[src/rtl/clus_pass_seq.sv]
// rtl/clus_pass_seq.sv - multi-pass PE cluster sequencer with psum accumulation and drain port
module clus_pass_seq #(
  parameter int DATA_BITWIDTH    = 16,
  parameter int X_dim            = 3,
  parameter int NUM_CIN          = 4,
  parameter int WGHT_LOAD_CYCLES = 9,
  parameter int IACT_LOAD_CYCLES = 144
) (
  input  logic                             clk,
  input  logic                             reset,
  input  logic                             start,
  output logic                             busy,
  output logic                             done,
  output logic                             load_spad_ctrl_wght,
  output logic                             load_spad_ctrl_iact,
  output logic                             pe_start,
  input  logic                             load_done,
  input  logic                             compute_done,
  input  logic [DATA_BITWIDTH*X_dim-1:0]   pe_out,
  output logic [$clog2(NUM_CIN):0]         pass_idx,
  output logic                             psum_valid,
  input  logic                             psum_ready,
  output logic [DATA_BITWIDTH-1:0]         psum_data,
  output logic [$clog2(X_dim):0]           psum_idx
);

  localparam int PASS_W  = $clog2(NUM_CIN) + 1;
  localparam int IDX_W   = $clog2(X_dim) + 1;
  localparam int CNT_MAX = (WGHT_LOAD_CYCLES > IACT_LOAD_CYCLES) ? WGHT_LOAD_CYCLES : IACT_LOAD_CYCLES;
  localparam int CNT_W   = $clog2(CNT_MAX + 1);

  localparam logic [CNT_W-1:0]  W_LAST    = CNT_W'(WGHT_LOAD_CYCLES - 1);
  localparam logic [CNT_W-1:0]  I_LAST    = CNT_W'(IACT_LOAD_CYCLES - 1);
  localparam logic [PASS_W-1:0] PASS_LAST = PASS_W'(NUM_CIN - 1);
  localparam logic [IDX_W-1:0]  IDX_LAST  = IDX_W'(X_dim - 1);

  typedef enum logic [2:0] {
    IDLE    = 3'd0,
    LOAD_W  = 3'd1,
    LOAD_I  = 3'd2,
    WAIT_LD = 3'd3,
    RUN     = 3'd4,
    DRAIN   = 3'd5,
    DONE    = 3'd6
  } state_t;

  state_t                   state, state_d;
  logic [CNT_W-1:0]         cnt, cnt_d;
  logic [PASS_W-1:0]        pass_idx_d;
  logic                     wght_d, iact_d, pe_start_d, busy_d, done_d;
  logic                     psum_valid_d;
  logic [DATA_BITWIDTH-1:0] psum_data_d;
  logic [IDX_W-1:0]         psum_idx_d;
  logic                     cd_prev;
  logic                     capture;
  logic [DATA_BITWIDTH-1:0] acc     [X_dim];
  logic [DATA_BITWIDTH-1:0] acc_nxt [X_dim];
  logic [DATA_BITWIDTH-1:0] drain_sel;

  // Candidate bank contents for this pass: first pass loads, later passes add (wrapping)
  always_comb begin
    for (int i = 0; i < X_dim; i++) begin
      if (pass_idx == '0) begin
        acc_nxt[i] = pe_out[i*DATA_BITWIDTH +: DATA_BITWIDTH];
      end else begin
        acc_nxt[i] = acc[i] + pe_out[i*DATA_BITWIDTH +: DATA_BITWIDTH];
      end
    end
  end

  // Bank word that follows the one currently presented on the drain port
  always_comb begin
    drain_sel = '0;
    for (int i = 0; i < X_dim; i++) begin
      if (IDX_W'(i) == psum_idx + IDX_W'(1)) begin
        drain_sel = acc[i];
      end
    end
  end

  // Next-state and next-output decode; pulses default low, everything else holds
  always_comb begin
    state_d      = state;
    cnt_d        = cnt;
    pass_idx_d   = pass_idx;
    wght_d       = 1'b0;
    iact_d       = 1'b0;
    pe_start_d   = 1'b0;
    done_d       = 1'b0;
    psum_valid_d = 1'b0;
    psum_data_d  = psum_data;
    psum_idx_d   = psum_idx;
    capture      = 1'b0;

    case (state)
      IDLE: begin
        if (start) begin
          state_d    = LOAD_W;
          pass_idx_d = '0;
          cnt_d      = '0;
          wght_d     = 1'b1;
        end
      end
      LOAD_W: begin
        if (cnt == W_LAST) begin
          state_d = LOAD_I;
          cnt_d   = '0;
          iact_d  = 1'b1;
        end else begin
          cnt_d  = cnt + CNT_W'(1);
          wght_d = 1'b1;
        end
      end
      LOAD_I: begin
        if (cnt == I_LAST) begin
          state_d = WAIT_LD;
          cnt_d   = '0;
        end else begin
          cnt_d  = cnt + CNT_W'(1);
          iact_d = 1'b1;
        end
      end
      WAIT_LD: begin
        if (load_done) begin
          state_d    = RUN;
          pe_start_d = 1'b1;
        end
      end
      RUN: begin
        // Only a fresh low->high edge counts; a level left over from the last pass is ignored
        if (compute_done && !cd_prev) begin
          capture = 1'b1;
          if (pass_idx == PASS_LAST) begin
            state_d      = DRAIN;
            psum_idx_d   = '0;
            psum_valid_d = 1'b1;
            psum_data_d  = acc_nxt[0];
          end else begin
            state_d    = LOAD_W;
            pass_idx_d = pass_idx + PASS_W'(1);
            cnt_d      = '0;
            wght_d     = 1'b1;
          end
        end
      end
      DRAIN: begin
        psum_valid_d = 1'b1;
        if (psum_ready) begin
          if (psum_idx == IDX_LAST) begin
            state_d      = DONE;
            psum_valid_d = 1'b0;
            psum_data_d  = '0;
            done_d       = 1'b1;
          end else begin
            psum_idx_d  = psum_idx + IDX_W'(1);
            psum_data_d = drain_sel;
          end
        end
      end
      DONE: begin
        state_d    = IDLE;
        psum_idx_d = '0;
      end
      default: begin
        state_d = IDLE;
      end
    endcase

    busy_d = (state_d != IDLE);
  end

  // State, counters and registered outputs
  always_ff @(posedge clk or negedge reset) begin
    if (!reset) begin
      state               <= IDLE;
      cnt                 <= '0;
      pass_idx            <= '0;
      load_spad_ctrl_wght <= 1'b0;
      load_spad_ctrl_iact <= 1'b0;
      pe_start            <= 1'b0;
      busy                <= 1'b0;
      done                <= 1'b0;
      psum_valid          <= 1'b0;
      psum_data           <= '0;
      psum_idx            <= '0;
      cd_prev             <= 1'b0;
    end else begin
      state               <= state_d;
      cnt                 <= cnt_d;
      pass_idx            <= pass_idx_d;
      load_spad_ctrl_wght <= wght_d;
      load_spad_ctrl_iact <= iact_d;
      pe_start            <= pe_start_d;
      busy                <= busy_d;
      done                <= done_d;
      psum_valid          <= psum_valid_d;
      psum_data           <= psum_data_d;
      psum_idx            <= psum_idx_d;
      cd_prev             <= compute_done;
    end
  end

  // Psum bank: all columns captured together on the compute_done edge
  always_ff @(posedge clk or negedge reset) begin
    if (!reset) begin
      for (int i = 0; i < X_dim; i++) begin
        acc[i] <= '0;
      end
    end else if (capture) begin
      for (int i = 0; i < X_dim; i++) begin
        acc[i] <= acc_nxt[i];
      end
    end
  end

endmodule

[config.mk]
export PLATFORM = sky130hd
export DESIGN_NAME = clus_pass_seq
export DESIGN_NICKNAME = d
export VERILOG_FILES = /design/src/rtl/clus_pass_seq.sv
export SDC_FILE = /design/constraint.sdc
export NUM_CORES = 1
export LEC_CHECK = 0
export ABC_AREA = 1
export BUFFER_PORTS_ARGS = -buffer_cell sky130_fd_sc_hd__buf_4
export CORE_UTILIZATION = 50
export CTS_CLUSTER_SIZE = 28
export DETAILED_ROUTE_END_ITERATION = 12
export PLACE_DENSITY_LB_ADDON = 0.2
export SLEW_MARGIN = 20
export SYNTH_ARGS = -nofsm -noshare
export SYNTH_HDL_FRONTEND = slang
export SYNTH_SLANG_ARGS = --single-unit
export TNS_END_PERCENT = 5
[constraint.sdc]
create_clock -name clk -period 4.15 [get_ports clk]
set_input_delay 0.415 -clock clk [delete_from_list [all_inputs] [get_ports clk]]
set_output_delay 0.415 -clock clk [all_outputs]
set_load 0.005 [all_outputs]
== Yosys cells after proc, flatten, opt, wreduce, memory -nomap -nowiden ==
Cells that the tools add are included.
Storage, ports and cells
  register bits: 88
Cells by class
  $add $sub $neg: 6
  equal/unequal tests: 18
  muxes and demuxes: 55
  reductions and logical operators: 14
Operator list (count)
  $mux 16: 10
  $add 16x16->16: 3
  $mux 3: 15
  $mux 8: 5
  $pmux 16 s2: 1
  $pmux 8 s4: 1
  $pmux 3 s6: 1
  $mux 1: 17
  $eq 3x2->1 const B: 4
  $ne 2x2->1 const B: 6
  $reduce_and 4->1: 3
  $eq 3x3->1 const B: 3
  $logic_not 3->1: 3
  $pmux 3 s3: 1
  $add 8x1->8 const B: 1
  $eq 8x4->1 const B: 1
  $eq 8x8->1 const B: 1
  $add 3x1->3 const B: 2
  $pmux 3 s2: 1
  $reduce_bool 3->1: 2
  $reduce_and 5->1: 1
  $pmux 1 s2: 2
  $reduce_bool 2->1: 2
  $reduce_bool 4->1: 1
  other kinds (6): 6

== Longest topological paths before layout ==
  depth after elaboration: 8
  gate-level depth with buffers: 15
  depth with buffers taken out: 15

== Least setup slack after synthesis ==
No wires, ideal clock.
  kind: reg-to-reg
  start point: register psum_idx[0]
  end point: register psum_data[10]
  setup time: 0.077 ns
  data arrival time: 1.845 ns
  required time: 4.073 ns
  slack: 2.228 ns
  cell stages (with the launch flop): 12
  buffers on the path: 2
  period minus slack after synthesis: 1.922 ns
  path through: dfrtp_1 ha_1 ha_1 nor2_2 inv_2 buf_2 buf_2 o21ai_0 o21ai_0 a21oi_1 nor2_1 a21oi_1
On the way
  word-level cells in the longest chain between the ends: 8
RTL lines
  start: declaration: RTL line 24  | output logic [$clog2(X_dim):0] psum_idx
  start signal: assignment: RTL line 198  | psum_idx <= psum_idx_d;
  $add 3x1->3: RTL line 75  | if (IDX_W'(i) == psum_idx + IDX_W'(1)) begin
  $logic_not 3->1: RTL line 75
  $mux 16 (3 in series): RTL line 75
  $mux 16 (*): RTL line 149  | if (psum_idx == IDX_LAST) begin
  $mux 16 (*): RTL line 148  | if (psum_ready) begin
  $pmux 16 s2 (*): RTL line 95  | case (state)
  end signal: assignment: RTL line 197  | psum_data <= psum_data_d;
  end: declaration: RTL line 23  | output logic [DATA_BITWIDTH-1:0] psum_data,
Mark *: on every way between the ends. The rest lies on a longest branch, timed or not. The select of a mux whose other input is x is not followed.
A chain may end at the register's enable or synchronous reset.

== Worst setup path in the final report ==
  start point: register state[2]
  end point: register state[0]
On the way
  word-level cells in the longest chain between the ends: 2
RTL lines
  start: declaration: RTL line 47  | state_t state, state_d;
  start signal: assignment: RTL line 188  | state <= state_d;
  $eq 3x3->1, or another cell as far along: RTL line 95
  $pmux 3 s6 (*): RTL line 95
  net state_d[0]: RTL line 47
Mark *: on every way through the listed nets, which the timed path passes. The rest lies on a longest branch.

==> impl_metrics.toml <==
[clock_tree]
clockRootBuffer = "clkbuf_16"
clkTransAtPathRegs_ns = 0.06
clockBufferDepth = 2
cts.sinks = 88
clk_latency_ns = 0.34
postCtsSetupRepairBufs = 0
htreeDepth = 3
cts_hold_buf = 0
cts_resized = 0
cts_buffers = 9
cts_tree = "yes"

[place]
dp_slack_ns = 1.58
gp_congestion = 0.922
place_hpwl_um = 13600
placed_cell_area_sq_um = 7830
placement.io_buffers = 81

[hold_path]
hold_class = "in -> async"

[finish]
drive_above_1_share_pct = 11.7
postLayoutCellArea_sq_um = 8100
antennaDiodeCount = 0
finalNetCount = 1244
areaGrowthSynthToFinish_pct = 14.0

[synth]
syn_area_sq_um = 7110
synth-seq-area-share_pct = 31.0
post-synth-top-area-cell = "dfrtp_1"
yosys_most_used_dff = "dfrtp_1"
synth_edf_count = 0
synth_cell_type_count = 42
syn_avg_cell_area_sq_um = 6.66
synthCells = 1068
ys_ff_latch = 88
synth_top_area_share_pct = 31.0
yosysWarningCount = 0
syn-num-nets = 1180
async_flop_share_pct = 100
synthTopCellsByArea = "dfrtp_1 31%, nand2_1 16%, ha_1 9.7%"

[critical_path]
slowest_delay_ns = 0.60
critical_path_buf_inv_count = 2
start_kind = "flip-flop"
path_delay_family = "buffers and inverters"
cp-end-kind = "flip-flop"
path_depth = 7
rr_worst_depth = 7
startpoint = "state[2]"
r2r-start = "state[2]"
cp.required_ns = 4.36
cpMaxStageDelayCell = "inv_2"
crit_chain = "nand3_2 > nor2_4 > buf_4 > inv_2 > nand2_1 > nor3b_1 > o21ai_0"
worstSetupPathType = "reg -> reg"
crit_arrival_ns = 2.69
cp_max_fo = 56

[die]
rows = 43
coreArea_sq_um = 13900
die_w_um = 121
die_area_sq_um = 14700
ioPinCount = 82
start_util_pct = 51.2
die_height_um = 121

[grt]
grt_pass1_wl_um = 29700
gr-total-overflow = 0
grt_usage_pct = 25.3
antenna_found_initial = 0
grt_pass1_vias = 6371
grt_max_degree = 59

[drt]
routed_wl_um = 17800
routedWlPerCell_um = 13.5
dr.pass1.iters = 7
vias_per_cell = 5.26
route.vias.total = 6925
post-route-drc-count = 0
drt_iter0_markers = 465
antenna_left = 0

[timing]
tns_ns = 0
rsz0062_at_grt = "no"
whs_ns = 0.103
fmax_ghz = 0.402
finalCriticalPeriod_ns = 2.48
fin_crit_sh_pct = 59.9
setup_viol = 0
report.final.slew_viol_count = 0
hold_viol = 0
fin_ws_ns = 1.67
slew_headroom_pct = 44.1
tightest_slew_ns = 0.836
skew_ns = 0.00819

[power]
p_leak_nw = 4.32
p_clk_share_pct = 15.0
p_sw_mw = 2.37
comb_power_share_pct = 55.4
ir_worst_vdd_mv = 0.325
powerDensity_nw_per_um2 = 626
p_int_mw = 2.70
seqPwrFrac_pct = 29.6
p_sw_share_pct = 46.7

[run_status]
status = "finished clean"

[job]
drv_cap = 0
-- cells by family after synthesis --
| group | Yosys count | synth area share (%) |
|---|---|---|
| compound gates | 230 | 17.2 |
| xor+xnor | 12 | 1.48 |
| fa+ha+maj | 58 | 10.5 |
| buf+inv | 160 | 8.92 |
| flops | 88 | 31.0 |
| simple gates | 520 | 30.9 |
-- path summary, 6_finish.rpt --
path                           endpoint  slack, ns
max reg2reg                    state[0]       1.67
min reg2reg                psum_data[1]       0.51
max                            state[0]       1.67
min in group clk                cd_prev       0.19
min                         psum_idx[2]       0.10
max in group asynchronous       acc[23]       3.09
-- per-layer routing --
layer  vias up  global-route usage [%]  part of all wire, %
met3        18                    3.48                  4.3
met1      3114                    35.1                   49
met5         -                       0                    0
met4         0                    6.17                  1.5
li1       3638                       -                    -
met2       155                    41.5                   46
-- power by group through the flow --
stage                     logic [mW]  clock network [mW]  registers (mW)
after floorplan                 2.14                   0            1.40
after global placement          2.74                   0            1.50
after detailed placement        2.79                   0            1.51
after CTS                       2.81               0.779            1.49
after global routing            3.28               0.808            1.54
final                           2.81               0.763            1.50
-- final cells by class --
class | instances | area (sq um)
fillers | 1364 | 5780
multi-input cells | 820 | 4280
flip-flops and latches | 88 | 2200
repair buffers | 85 | 638
inverters | 128 | 480
clock buffers | 11 | 243
well taps | 180 | 225
clock inverters | 5 | 31.3
-- worst register-to-register path, stage by stage, from the launching register on --
cell and delay [ns]:
dfrtp_1 0.49, nand3_2 0.19, nor2_4 0.04, buf_4 0.30, inv_2 0.61, nand2_1 0.24
nor3b_1 0.35, o21ai_0 0.14
-- synthesized netlist by cell type (2+ instances only) --
cell / n
nand3b_1: 3
a21o_1: 7
nand4_1: 7
a31oi_1: 10
nor3_1: 7
ha_1: 55
xnor2_1: 5
buf_2: 12
nor2_4: 2
nor2_1: 102
o21ai_0: 98
nor2_2: 5
buf_4: 3
a21oi_1: 94
inv_2: 8
a2bb2oi_1: 2
o21bai_1: 2
nand3_1: 78
dfrtp_1: 88
or2_1: 4
xor2_1: 7
a21boi_0: 3
o22ai_1: 2
o21ai_1: 5
nand2_4: 2
buf_1: 2
nand2_1: 295
o21a_1: 3
inv_1: 120
fa_1: 3
or2_2: 10
clkbuf_1: 14
-- state kept, by name (all words and copies together) (netlist names), 3 cells and up --
name and count:
acc 48, cnt 8, pass_idx 3, psum_data 16
psum_idx 3, state 3
-- cell usage in the layout (no fill, tap or decap), types with 4 or more instances in the layout --
cell type and n:
a21oi_1 94, or2_1 4, nand3_1 78, nand2_1 294, nor2_2 5, ha_1 55, o21ai_1 5, inv_1 120
nor2_1 101, a31oi_1 10, dfrtp_1 88, inv_2 8, or2_2 10, o21ai_0 98, xnor2_1 5, nand4_1 7
xor2_1 7, buf_4 85, a21o_1 7, clkbuf_16 9, nor3_1 7
-- per-stage QoR --
step	power, mW	cells	util [%]
floorplan	3.54	1068	-
global placement	4.24	1301	56.4
detailed placement	4.30	1301	56.4
CTS	5.08	1317	58.4
global route	5.62	1317	58.4
finish	5.07	1317	58.4
Note: power is estimated with default switching activity, not from simulation.
